### src/rtl/coreriscv_axi4_tl_pkg.sv
// TileLink acquire encodings and AXI4 constants shared by the acquire-to-AXI request path.
package coreriscv_axi4_tl_pkg;

  localparam logic [2:0] A_GET       = 3'd0;
  localparam logic [2:0] A_GET_BLOCK = 3'd1;
  localparam logic [2:0] A_PUT       = 3'd2;
  localparam logic [2:0] A_PUT_BLOCK = 3'd3;

  localparam logic [1:0] AXI_BURST_INCR = 2'b01;
  localparam int         TL_BEATS       = 8;

  // Field positions inside the 12-bit acquire union.
  localparam int U_BYTE_HI = 11;
  localparam int U_BYTE_LO = 9;
  localparam int U_SIZE_HI = 8;
  localparam int U_SIZE_LO = 6;
  localparam int U_MASK_HI = 8;
  localparam int U_MASK_LO = 1;

  typedef enum logic [0:0] {
    ST_IDLE  = 1'b0,
    ST_BURST = 1'b1
  } acq_state_e;

  // A PutBlock may only open a burst on beat 0; everything outside the builtin 0..3 set is dropped.
  function automatic logic acq_unsupported(input logic       builtin,
                                           input logic [2:0] a_type,
                                           input logic [2:0] addr_beat);
    return !builtin || a_type[2] || ((a_type == A_PUT_BLOCK) && (addr_beat != 3'd0));
  endfunction

endpackage

### src/rtl/coreriscv_axi4_req_slot.sv
// One-entry valid/ready output register; a full slot draining this cycle can reload at once.
module coreriscv_axi4_req_slot #(
  parameter int W = 8
) (
  input  logic         clk,
  input  logic         reset,
  input  logic         load,
  input  logic [W-1:0] din,
  input  logic         ready,
  output logic         valid,
  output logic [W-1:0] dout,
  output logic         free
);

  assign free = !valid || ready;

  // Valid flag: set on load, cleared when the consumer takes the entry.
  always_ff @(posedge clk) begin
    if (reset) begin
      valid <= 1'b0;
    end else if (load) begin
      valid <= 1'b1;
    end else if (ready) begin
      valid <= 1'b0;
    end else begin
      valid <= valid;
    end
  end

  // Payload register, intentionally left out of reset.
  always_ff @(posedge clk) begin
    if (load) begin
      dout <= din;
    end else begin
      dout <= dout;
    end
  end

endmodule

### src/rtl/coreriscv_axi4_acquire_axi_req.sv
// Converts arbitrated builtin TileLink acquires into registered AXI4 AR, AW and W traffic.
module coreriscv_axi4_acquire_axi_req
  import coreriscv_axi4_tl_pkg::*;
#(
  parameter int ADDR_W = 32,
  parameter int DATA_W = 64,
  parameter int BEATS  = 8,
  parameter int ID_W   = 3
) (
  input  logic                clk,
  input  logic                reset,
  input  logic                in_valid,
  output logic                in_ready,
  input  logic [25:0]         in_addr_block,
  input  logic [1:0]          in_client_xact_id,
  input  logic [2:0]          in_addr_beat,
  input  logic                in_is_builtin_type,
  input  logic [2:0]          in_a_type,
  input  logic [11:0]         in_union,
  input  logic [DATA_W-1:0]   in_data,
  input  logic                in_chosen,
  output logic                aw_valid,
  input  logic                aw_ready,
  output logic [ADDR_W-1:0]   aw_addr,
  output logic [ID_W-1:0]     aw_id,
  output logic [7:0]          aw_len,
  output logic [2:0]          aw_size,
  output logic [1:0]          aw_burst,
  output logic                w_valid,
  input  logic                w_ready,
  output logic [DATA_W-1:0]   w_data,
  output logic [DATA_W/8-1:0] w_strb,
  output logic                w_last,
  output logic                ar_valid,
  input  logic                ar_ready,
  output logic [ADDR_W-1:0]   ar_addr,
  output logic [ID_W-1:0]     ar_id,
  output logic [7:0]          ar_len,
  output logic [2:0]          ar_size,
  output logic [1:0]          ar_burst,
  output logic                err_unsupported
);

  localparam int STRB_W = DATA_W / 8;
  localparam int CNT_W  = $clog2(BEATS);
  localparam int AX_W   = ADDR_W + ID_W + 8 + 3 + 2;
  localparam int WB_W   = DATA_W + STRB_W + 1;
  localparam logic [CNT_W-1:0] LAST_BEAT = CNT_W'(BEATS - 1);
  localparam logic [7:0]       BLOCK_LEN = 8'(BEATS - 1);

  acq_state_e       state_r;
  logic [CNT_W-1:0] beat_cnt_r;
  logic             err_r;

  logic             is_get_s, is_wr_s, unsup_s, burst_beat_s, fire_s;
  logic             ar_load_s, aw_load_s, w_load_s;
  logic             ar_free_s, aw_free_s, w_free_s;
  logic [ID_W-1:0]  id_s;
  logic [AX_W-1:0]  ar_din_s, aw_din_s, ar_dout_s, aw_dout_s;
  logic [WB_W-1:0]  w_din_s, w_dout_s;
  logic             unused_s;

  assign unused_s = in_union[0];
  assign id_s     = {in_chosen, in_client_xact_id};
  assign fire_s   = in_valid && in_ready;

  // Acquire decode and acceptance; in BURST only further PutBlock beats may enter.
  always_comb begin
    is_get_s     = in_is_builtin_type && ((in_a_type == A_GET) || (in_a_type == A_GET_BLOCK));
    is_wr_s      = in_is_builtin_type && ((in_a_type == A_PUT) ||
                   ((in_a_type == A_PUT_BLOCK) && (in_addr_beat == 3'd0)));
    unsup_s      = acq_unsupported(in_is_builtin_type, in_a_type, in_addr_beat);
    burst_beat_s = in_is_builtin_type && (in_a_type == A_PUT_BLOCK);
    in_ready     = 1'b0;
    case (state_r)
      ST_IDLE: begin
        if (unsup_s) begin
          in_ready = 1'b1;
        end else if (is_get_s) begin
          in_ready = ar_free_s;
        end else if (is_wr_s) begin
          in_ready = aw_free_s && w_free_s;
        end else begin
          in_ready = 1'b0;
        end
      end
      ST_BURST: in_ready = burst_beat_s && w_free_s;
      default:  in_ready = 1'b0;
    endcase
    ar_load_s = fire_s && (state_r == ST_IDLE) && !unsup_s && is_get_s;
    aw_load_s = fire_s && (state_r == ST_IDLE) && !unsup_s && is_wr_s;
    w_load_s  = aw_load_s || (fire_s && (state_r == ST_BURST));
  end

  // Channel payloads built from the incoming acquire.
  always_comb begin
    if (in_a_type == A_GET_BLOCK) begin
      ar_din_s = {in_addr_block, 6'b000000, id_s, BLOCK_LEN, 3'd3, AXI_BURST_INCR};
    end else begin
      ar_din_s = {in_addr_block, in_addr_beat, in_union[U_BYTE_HI:U_BYTE_LO], id_s, 8'd0,
                  in_union[U_SIZE_HI:U_SIZE_LO], AXI_BURST_INCR};
    end
    if (in_a_type == A_PUT_BLOCK) begin
      aw_din_s = {in_addr_block, 6'b000000, id_s, BLOCK_LEN, 3'd3, AXI_BURST_INCR};
    end else begin
      aw_din_s = {in_addr_block, in_addr_beat, 3'b000, id_s, 8'd0, 3'd3, AXI_BURST_INCR};
    end
    if (state_r == ST_BURST) begin
      w_din_s = {in_data, {STRB_W{1'b1}}, (beat_cnt_r == LAST_BEAT)};
    end else if (in_a_type == A_PUT) begin
      w_din_s = {in_data, in_union[U_MASK_HI:U_MASK_LO], 1'b1};
    end else begin
      w_din_s = {in_data, {STRB_W{1'b1}}, 1'b0};
    end
  end

  // Burst sequencing and the unsupported/misaligned-beat error pulse.
  always_ff @(posedge clk) begin
    if (reset) begin
      state_r    <= ST_IDLE;
      beat_cnt_r <= {CNT_W{1'b0}};
      err_r      <= 1'b0;
    end else begin
      err_r <= 1'b0;
      case (state_r)
        ST_IDLE: begin
          if (fire_s && unsup_s) begin
            err_r <= 1'b1;
          end else if (aw_load_s && (in_a_type == A_PUT_BLOCK)) begin
            beat_cnt_r <= CNT_W'(1);
            state_r    <= ST_BURST;
          end else begin
            state_r <= ST_IDLE;
          end
        end
        ST_BURST: begin
          if (fire_s) begin
            // A misaligned beat is flagged but still counted; the sequence is not realigned.
            err_r      <= (in_addr_beat != beat_cnt_r);
            beat_cnt_r <= beat_cnt_r + CNT_W'(1);
            if (beat_cnt_r == LAST_BEAT) begin
              state_r <= ST_IDLE;
            end else begin
              state_r <= ST_BURST;
            end
          end else begin
            state_r <= ST_BURST;
          end
        end
        default: state_r <= ST_IDLE;
      endcase
    end
  end

  assign err_unsupported = err_r;

  coreriscv_axi4_req_slot #(.W(AX_W)) u_ar_slot (
    .clk(clk), .reset(reset), .load(ar_load_s), .din(ar_din_s), .ready(ar_ready),
    .valid(ar_valid), .dout(ar_dout_s), .free(ar_free_s)
  );

  coreriscv_axi4_req_slot #(.W(AX_W)) u_aw_slot (
    .clk(clk), .reset(reset), .load(aw_load_s), .din(aw_din_s), .ready(aw_ready),
    .valid(aw_valid), .dout(aw_dout_s), .free(aw_free_s)
  );

  coreriscv_axi4_req_slot #(.W(WB_W)) u_w_slot (
    .clk(clk), .reset(reset), .load(w_load_s), .din(w_din_s), .ready(w_ready),
    .valid(w_valid), .dout(w_dout_s), .free(w_free_s)
  );

  assign {ar_addr, ar_id, ar_len, ar_size, ar_burst} = ar_dout_s;
  assign {aw_addr, aw_id, aw_len, aw_size, aw_burst} = aw_dout_s;
  assign {w_data, w_strb, w_last}                    = w_dout_s;

endmodule

### config.mk
export PLATFORM = sky130hd
export DESIGN_NAME = coreriscv_axi4_acquire_axi_req
export DESIGN_NICKNAME = d
export VERILOG_FILES = /design/src/rtl/coreriscv_axi4_tl_pkg.sv /design/src/rtl/coreriscv_axi4_req_slot.sv /design/src/rtl/coreriscv_axi4_acquire_axi_req.sv
export SDC_FILE = /design/constraint.sdc
export NUM_CORES = 1
export LEC_CHECK = 0
export BUFFER_PORTS_ARGS = -buffer_cell sky130_fd_sc_hd__buf_2
export CORE_ASPECT_RATIO = 0.75
export CORE_MARGIN = 3
export CORE_UTILIZATION = 30
export CTS_BUF_LIST = sky130_fd_sc_hd__clkbuf_8
export CTS_CLUSTER_DIAMETER = 60
export DETAILED_ROUTE_END_ITERATION = 8
export PLACE_DENSITY = 0.55
export REMOVE_ABC_BUFFERS = 1
export SYNTH_ARGS = -nofsm -noshare
export SYNTH_HDL_FRONTEND = slang
export SYNTH_HIERARCHICAL = 1
export SYNTH_SLANG_ARGS = --single-unit
### constraint.sdc
create_clock -name clk -period 10 [get_ports clk]
set_input_delay 1 -clock clk [delete_from_list [all_inputs] [get_ports clk]]
set_output_delay 1 -clock clk [all_outputs]
set_load 0.02 [all_outputs]
==> impl_metrics.tcl, run 1 <==
set metrics [dict create \
    final_min_period_over_clock_period_pct 31.9 \
    layout.cells.most_common "buf_2" \
    fp.dieW_um 167 \
    vias_in_the_first_global_route 3589 \
    syn_area_um2 5830 \
    max_clock_freq_mhz 314 \
    max-clock-path-buffers 2 \
    dp_hpwl_um 10200 \
    dieArea_um2 21100 \
    min_path_type "reg -> reg" \
    ys_ff_latch 177 \
    period_needed_ps 3190 \
    timing.critical_path.fanout_max 6 \
    routed_wl_um 13700 \
    maxSlewViolCount 0 \
    synth.area.top_cells "edfxtp_1 (87%), dfxtp_1 (2.7%), nand2b_1 (0.86%), nor2b_1 (0.86%), nand2b_4 (0.71%)" \
    cts_repair_resize_count 0 \
    power.net_switching_uw 317 \
    detailed_router_iteration_count_before_antenna_repair 4 \
    power_frac_comb_pct 5.0 \
    slew-limit-headroom_pct 38.1 \
    vdd_drop_max_v 0.0000799 \
    clk_transition_reported_paths_ps 100 \
    yosysWarningCount 6 \
    timing_worst_setup_path_type "in -> out" \
    io-pin-count 292 \
    regToRegSetupSlack_ps 7660 \
    clk_root_buffer_cell "clkbuf_8" \
    hold_start "u_aw_slot/valid" \
    global_route_wire_length_before_repair_um 20200 \
    setup_total_negative_slack_ps 0 \
    synthDistinctLibCells 39 \
    holdBufCountCts 0 \
    cts_inserted_buffers 17 \
    number_of_cell_rows 43 \
    fp.coreArea_um2 18800 \
    p_leak_uw 0.00325 \
    timing.hold.ws_ps 508 \
    gp_routability_congestion 0.800 \
    rsz0062_at_grt "false" \
    worst-r2r-cell-count 4 \
    report.power.total_uw 1350 \
    antenna-diode-count 0 \
    hold_end "u_aw_slot/valid" \
    final-hold-violation-count 0 \
    power_frac_seq_pct 61.0 \
    status "finished clean" \
    crit_required_ps 9000 \
    groute.layer.met1.usage_pct 15.0 \
    synth_seq_area_share_pct 89.8 \
    syn-mean-instance-area_um2 22.6 \
    design.final.nets 706 \
    rr_startpoint "state_r" \
    arrival_ps 2190 \
    area_growth_pct 38.3 \
    synth_top_cell_by_area "edfxtp_1" \
    most-common-layout-cells "buf_2 (290), edfxtp_1 (169), conb_1 (20)" \
    final_antenna_net_count 0 \
    worstMarginPinSlew_ps 929 \
    synthDominantCellAreaShare_pct 87.1 \
    clk-insertion-delay-late_ps 450 \
    final.setup_skew_ps 15.7 \
    clock_power_share_pct 34.0 \
    overflow 0 \
    placed_area_um2 7680 \
    final_cell_area_um2 8060 \
    grt_max_degree 75 \
    global_route.usage.met3_pct 4.80 \
    grt_most_used_layer "met2" \
    cellPowerDensity_nw_per_um2 168 \
    clock-sinks 177 \
    viasPerCell 4.16 \
    timing.max_cap.violations 0 \
    tritoncts "done" \
    netSwitchingFraction_pct 23.5 \
    crit_start "w_ready" \
    synthesis.instances 258 \
    drt_first_iter_violations 213 \
    worstSetupEndpointType "output port" \
    remaining_drc_errors 0 \
    detailroute.via_count 3517 \
    worstSetupStartpointType "input pin" \
    effective_utilization_at_floorplan_pct 31.0 \
    global_route.usage.total_pct 12.5 \
    hold_depth 2 \
    fillerInstances 1733 \
    post_cts_buffers 0 \
    report.final.setup_viol 0 \
    die_height_um 127 \
    gr-usage-met2_pct 20.6 \
    antenna_found_initial 0 \
    power.internal_uw 1030 \
    wl_per_cell_um 16.2 \
    cts_htree_levels 4 \
    critical_path.reg2reg.endpoint "u_w_slot/dout[50]" \
    final_layout_size_suffix_gt1_share_pct 57.7 \
    placement.io_buffers 290 \
]
-- per-layer routing --
metal / up-vias / part of all wire (%)
li1: 1643 / -
met3: 13 / 7.5
met1: 1708 / 40
met2: 153 / 51
met5: - / 0
met4: 0 / 1.3
-- kinds of logic after synthesis --
family / Yosys count / share of synthesized area, %
buf+inv: 12 / 0.966
fa+ha+maj: 2 / 0.429
flops: 177 / 89.8
other cells: 2 / 0.129
xor+xnor: 3 / 0.451
simple gates: 44 / 5.69
compound gates: 18 / 2.49
-- state kept, by name, summed over array words and instances, names as in the netlist --
signal / cells
beat_cnt_r: 3
state_r: 1
u_ar_slot/dout: 48
u_aw_slot/valid: 1
err_unsupported: 1
u_aw_slot/dout: 48
u_w_slot/valid: 1
u_ar_slot/valid: 1
u_w_slot/dout: 73
-- final cells by class --
type                            instances  area [um2]  share of cell area [%]
Multi-Input combinational cell         87         623                    7.73
Sequential cell                       177        5240                    65.0
Clock inverter                         14         145                    1.80
Tap cell                              247         309                    3.84
Clock buffer                           17         234                    2.90
Timing Repair Buffer                  293        1470                    18.3
Inverter                               10        37.5                   0.466
-- power by group through the flow --
stage	registers, uW	logic (uW)	clock network [uW]
after detailed placement	842	68.6	0
after CTS	825	68.7	481
after floorplan	856	13.3	0
after global placement	842	66.6	0
final	825	67.6	459
after global routing	826	74.2	512
-- how the worst max path moves through the flow --
stage,endpoint,cells after the start
global placement,in_ready,6
CTS,in_ready,6
finish,in_ready,6
global route,in_ready,6
detailed placement,in_ready,6
floorplan,u_w_slot/valid,5
-- per-stage QoR --
stage,worst slack (ps),cells,utilization [%]
finish,6810,845,42.9
global route,6740,845,42.9
CTS,6820,845,42.9
detailed placement,6820,814,40.9
global placement,6840,814,40.9
floorplan,2620,274,-
-- worst max-delay path, stage by stage --
cell and delay, ps:
buf_2 100, nand2b_4 170, and3_1 220, a2111oi_0 380
a32oi_1 150, buf_2 180
-- cells in the mapped netlist --
| library cell | instances |
|---|---|
| o21ai_0 | 2 |
| buf_4 | 1 |
| or2_2 | 2 |
| nand2b_1 | 8 |
| conb_1 | 2 |
| or2_4 | 1 |
| a31oi_1 | 1 |
| nand3b_4 | 1 |
| a21oi_1 | 1 |
| o32ai_1 | 2 |
| and4bb_2 | 1 |
| nand2b_4 | 3 |
| o31ai_1 | 1 |
| a21oi_2 | 3 |
| edfxtp_1 | 169 |
| and4_1 | 1 |
| nor4_1 | 1 |
| nand3_1 | 1 |
| nor2b_1 | 8 |
| nor4_4 | 1 |
| xor2_1 | 3 |
| buf_6 | 1 |
| a2111oi_0 | 1 |
| and3_1 | 2 |
| o311ai_1 | 1 |
| nand4_1 | 3 |
| a2111oi_2 | 1 |
| a21o_1 | 1 |
| nand2_1 | 2 |
| nor3_1 | 1 |
| or3_1 | 1 |
| o22a_1 | 1 |
| nor2_1 | 2 |
| dfxtp_1 | 8 |
| ha_1 | 2 |
| a32oi_1 | 1 |
| o211ai_1 | 2 |
| and2_2 | 5 |
| inv_1 | 10 |
(Power assumes the default switching activity.)
==> run 2: changes to the inputs <==
- PLACE_DENSITY: 0.55 -> 0.58
- clock period: 10 -> 2.9 ns (I/O delays scaled with it)
==> run 2 against run 1 <==
Sequential share of layout area fell by 7.2 points. Critical path type is now reg -> out. Clock power rose to 3.7 times the previous value. Global-route usage rose by 1.5 points. Cell count rose by 11%. Highest routed layer unchanged. Hold slack got worse by 400 ps. Core utilization rose by 5.4 points. Wire length rose by 9.4%. Die area did not move. Design area rose by 12%. Combinational power rose to 5.0 times the previous value.
==> impl_metrics.tcl, run 2 (synthesis results as in run 1) <==
set metrics [dict create \
    dp_cells 817 \
    report.final.setup_viol 0 \
    overflow 0 \
    cts_repair_resize_count 0 \
    dp_slack_ps 730 \
    power_frac_comb_pct 7.0 \
    rr_startpoint "state_r" \
    routed_wl_um 15000 \
    route.met2.wl_um 7510 \
    io-pin-count 292 \
    die_height_um 127 \
    hold_depth 3 \
    arrival_ps 1840 \
    layout.cells.most_common "buf_2" \
    clk_transition_reported_paths_ps 90 \
    cts_inserted_buffers 17 \
    effective_utilization_at_floorplan_pct 31.0 \
    tritoncts "done" \
    timing.critical_path.fanout_max 6 \
    placement.io_buffers 290 \
    viasPerCell 4.11 \
    wl_met3_um 1030 \
    final_antenna_net_count 0 \
    fillerInstances 1642 \
    min_path_type "in -> reg" \
    p_leak_uw 0.00367 \
    crit_required_ps 2610 \
    global_route.usage.total_pct 14.0 \
    most-common-layout-cells "buf_2 (290), edfxtp_1 (169), dlygate4sd3_1 (93)" \
    timing_worst_setup_path_type "reg -> out" \
    reg.largest.list "u_w_slot/dout x73, u_ar_slot/dout x48, u_aw_slot/dout x48" \
    clk_root_buffer_cell "clkbuf_8" \
    critical_path.reg2reg.endpoint "u_w_slot/dout[21]" \
    final_cell_area_um2 9060 \
    rsz0062_at_grt "false" \
    netSwitchingFraction_pct 23.0 \
    grt_max_degree 50 \
    worstSetupStartpointType "flop" \
    antenna_found_initial 0 \
    final.setup_skew_ps 7.96 \
    clk-insertion-delay-late_ps 440 \
    worstMarginPinSlew_ps 672 \
    fp.dieW_um 167 \
    remaining_drc_errors 0 \
    dieArea_um2 21100 \
    slew-limit-headroom_pct 55.2 \
    final.setup.worst_slack_ps 774 \
    status "finished clean" \
    topmost_layer_with_routed_signal_wires "met4" \
    maxSlewViolCount 0 \
    layoutNonFillerInstCount 942 \
    wl_per_cell_um 15.9 \
    power.net_switching_uw 1120 \
    clock_power_share_pct 34.5 \
    placed_area_um2 7730 \
    vias_in_the_first_global_route 4161 \
    worst-r2r-cell-count 4 \
    top_register "u_w_slot/dout" \
    detailed_router_iteration_count_before_antenna_repair 4 \
    final-hold-violation-count 0 \
    dp_hpwl_um 10500 \
    max-clock-path-buffers 2 \
    wl_met1_um 5970 \
    power.internal_uw 3740 \
    report.power.total_uw 4860 \
    worstSetupEndpointType "output port" \
    regToRegSetupSlack_ps 840 \
    clock-sinks 177 \
    largest_register_ffs 73 \
    power_frac_seq_pct 58.5 \
    number_of_cell_rows 43 \
    vdd_drop_max_v 0.000289 \
    final_min_period_over_clock_period_pct 73.3 \
    fp.coreArea_um2 18800 \
    cts_htree_levels 4 \
    hold_end "err_unsupported" \
    final_layout_size_suffix_gt1_share_pct 50.1 \
    area_growth_pct 55.5 \
    gp_routability_congestion 0.800 \
    max_clock_freq_mhz 470 \
    period_needed_ps 2130 \
    cellPowerDensity_nw_per_um2 536 \
    timing.max_cap.violations 0 \
    detailroute.via_count 3876 \
    hold_start "in_valid" \
    design.final.nets 802 \
    drt_first_iter_violations 185 \
    final_core_util_pct 48.3 \
    antenna-diode-count 0 \
    global_route_wire_length_before_repair_um 22700 \
]
## run 2: worst max-delay path by stage
| stage | start | endpoint | slack [ps] | cells after the start |
|---|---|---|---|---|
| global route | u_w_slot/valid | in_ready | 600 | 5 |
| global placement | in_addr_beat[1] | u_w_slot/dout[21] | 760 | 5 |
| floorplan | in_addr_beat[1] | u_w_slot/valid | -3770 | 5 |
| CTS | u_w_slot/valid | in_ready | 720 | 5 |
| finish | u_w_slot/valid | in_ready | 770 | 5 |
| detailed placement | in_addr_beat[1] | u_w_slot/dout[54] | 730 | 5 |
## run 2: cell type report
type | instances | area [um2] | area share, %
multi-input combinational | 87 | 623 | 6.88
inverter | 10 | 37.5 | 0.414
clock inverter | 15 | 171 | 1.89
tap | 247 | 309 | 3.41
timing repair buffer | 389 | 2450 | 27.1
clock buffer | 17 | 234 | 2.58
sequential | 177 | 5240 | 57.8
## run 2: critical path, cell delays in order (launching register included)
cell	delay (ps)
dfxtp_1	380
nand2b_4	100
and3_1	220
a2111oi_0	380
a32oi_1	150
buf_2	170
## run 2: repair_timing
action	CTS	global route
setup buffers	0	0
endpoints found under the setup margin	0	0
hold endpoints to repair	115	6
hold buffers	90	3
## run 2: metrics by stage
| stage | setup TNS [ps] | hold WS (ps) |
|---|---|---|
| 2_1_floorplan | -301190 | 352 |
| 3_3_place_gp | 0 | 468 |
| 3_5_place_dp | 0 | 468 |
| 4_1_cts | 0 | 2.32 |
| 5_1_grt | 0 | 70.5 |
| 6_report | 0 | 109 |
## run 2: per-layer routing
metal	up-vias	track usage, %
li1	1840	-
met5	-	0
met4	0	6.64
met1	1847	16.3
met3	33	4.42
met2	156	23.7
## run 2: power groups by stage
stage	sequential, uW	clock (uW)	combinational [uW]
6_report	2840	1680	339
2_1_floorplan	2950	0	45.9
3_5_place_dp	2900	0	241
4_1_cts	2840	1750	338
3_3_place_gp	2900	0	234
5_1_grt	2850	1860	367
==> run 3: changes to the inputs <==
- PLACE_DENSITY: 0.58 -> 0.55
- clock period: 2.9 -> 2.2 ns (I/O delays scaled with it)
==> run 3 against run 2 <==
First-iteration DRC count rose by 34%. Clock-buffer cell count is the same. Clock skew up 6.2 ps. Die area unchanged. Clock power is 24% higher. Power increased by 29%. Register-to-register slack lost 620 ps. Sequential power increased by 32%. Design area is essentially flat. Core utilization barely moved. Via count hardly changed. Wire length decreased by 2.1%. Critical endpoint unchanged. Highest routed layer unchanged.
==> impl_metrics.tcl, run 3 (synthesis results as in run 1) <==
set metrics [dict create \
    status "finished clean" \
    crit_required_ps 1980 \
    clk-insertion-delay-late_ps 440 \
    rsz0062_at_grt "false" \
    crit_path_top_delay_cell "dfxtp_1" \
    dieArea_um2 21100 \
    final.setup_skew_ps 14.2 \
    report.final.setup_viol 0 \
    top_register "u_w_slot/dout" \
    post_cts_buffers 0 \
    cts_inserted_buffers 17 \
    overflow 0 \
    clk_root_buffer_cell "clkbuf_8" \
    worstMarginPinSlew_ps 598 \
    grt_most_used_layer "met2" \
    number_of_cell_rows 43 \
    antenna-diode-count 0 \
    cts_htree_levels 4 \
    timing.max_cap.violations 0 \
    clock-sinks 177 \
    most-common-layout-cells "buf_2 (290), edfxtp_1 (169), dlygate4sd3_1 (96)" \
    worstSetupStartpointType "flop" \
    min_path_type "in -> reg" \
    timing.hold.ws_ps 42.8 \
    io-pin-count 292 \
    worstPathCellList "nand2b_4, and3_1, a2111oi_1, a32oi_1, buf_2" \
    maxSlewViolCount 0 \
    cellPowerDensity_nw_per_um2 693 \
    largest_register_ffs 73 \
    footprint_of_the_multi_input_gates_um2 624 \
    p_leak_uw 0.00366 \
    timing_worst_setup_path_type "reg -> out" \
    viasPerCell 4.11 \
    vdd_drop_max_v 0.000337 \
    drt_first_iter_violations 248 \
    antenna_found_initial 0 \
    groute.layer.met1.usage_pct 15.9 \
    sequential_cell_area_um2 5240 \
    grt_max_degree 75 \
    clock_power_share_pct 33.2 \
    fillerInstances 1614 \
    gp_routability_congestion 0.823 \
    wl_per_cell_um 15.6 \
    final-hold-violation-count 0 \
    dp_hpwl_um 10500 \
    clk_transition_reported_paths_ps 90 \
    global_route.usage.total_pct 13.5 \
    placement.io_buffers 290 \
    power.internal_uw 4820 \
    die_height_um 127 \
    remaining_drc_errors 0 \
    regToRegSetupSlack_ps 220 \
    global_route_wire_length_before_repair_um 22300 \
    setup_total_negative_slack_ps 0 \
    reg.largest.list "u_w_slot/dout x73, u_ar_slot/dout x48, u_aw_slot/dout x48" \
    vias_in_the_first_global_route 4042 \
    design.final.nets 803 \
    netSwitchingFraction_pct 23.3 \
    layout.cells.most_common "buf_2" \
    final_core_util_pct 48.3 \
    detailroute.via_count 3874 \
    gr-usage-met2_pct 23.2 \
    power_frac_seq_pct 59.7 \
    final_min_period_over_clock_period_pct 91.9 \
    max-clock-path-buffers 2 \
    timing.critical_path.fanout_max 6 \
    slew-limit-headroom_pct 59.8 \
    arrival_ps 1800 \
    max_clock_freq_mhz 494 \
    global_route.usage.met3_pct 4.92 \
    final_antenna_net_count 0 \
    tritoncts "done" \
    fp.coreArea_um2 18800 \
    area_growth_pct 55.6 \
    final_layout_size_suffix_gt1_share_pct 49.8 \
    fp.dieW_um 167 \
    period_needed_ps 2020 \
    power.net_switching_uw 1470 \
    power_frac_comb_pct 7.1 \
    effective_utilization_at_floorplan_pct 31.0 \
    critPathMaxStageDelay_ps 380 \
    worstSetupEndpointType "output port" \
    routed_wl_um 14700 \
    detailed_router_iteration_count_before_antenna_repair 4 \
]
==> run 3: cell types whose count changed in the layout (fill, tap and decap cells not counted) <==
cell / previous run / this run
buf_12: 2 / 3
inv_1: 11 / 10
dlygate4sd3_1: 93 / 96
a2111oi_0: 1 / 0
a2111oi_1: 0 / 1
clkinv_4: 1 / 4
clkinvlp_4: 3 / 2
buf_4: 4 / 1
inv_8: 5 / 4
bufinv_16: 1 / 0
==> run 3: power by group through the flow <==
stage | clock network [uW] | registers (uW) | logic [uW]
after detailed placement | 0 | 3830 | 314
after global placement | 0 | 3820 | 306
after CTS | 2180 | 3750 | 450
after floorplan | 0 | 3890 | 60.5
final | 2080 | 3750 | 449
after global routing | 2330 | 3750 | 488
==> run 3: worst paths after layout <==
check | from | end | cells after the start
min reg2reg | u_aw_slot/valid | u_aw_slot/valid | 2
min | in_union[3] | u_w_slot/dout[3] | 2
max | u_w_slot/valid | in_ready | 5
max reg2reg | state_r | u_w_slot/dout[39] | 4
==> run 3: area by class of cell <==
type,instances,area share (%)
repair buffers,390,27.4
multi-input cells,87,6.89
clock inverters,14,1.60
inverters,10,0.414
well taps,247,3.41
flip-flops and latches,177,57.8
clock buffers,17,2.58
==> run 3: stage by stage <==
step	std cells	power [uW]	worst slack [ps]	area [um2]
floorplan	274	3950	-4400	5880
CTS	942	6380	94.8	9060
global route	942	6570	0.428	9060
detailed placement	815	4140	270	7720
global placement	815	4130	341	7720
finish	942	6280	177	9060
==> run 3: critical path, delay by kind of cell, from the launching register on <==
family | cells | cell delay (ps)
buf+inv | 1 | 180
simple gates | 2 | 300
compound gates | 2 | 510
flops | 1 | 380
==> run 3: timing repair <==
action	in CTS	in global routing
hold buffers	96	0
setup endpoints to repair	0	1
resized for setup	0	1
hold endpoints to repair	125	0
==> run 3: routing by layer <==
metal	share of wire (%)	wire length, um	vias to the layer above
met5	0	0	-
met4	1.8	258	0
met2	51	7520	178
met1	38	5640	1843
li1	-	-	1833
met3	8.4	1240	20
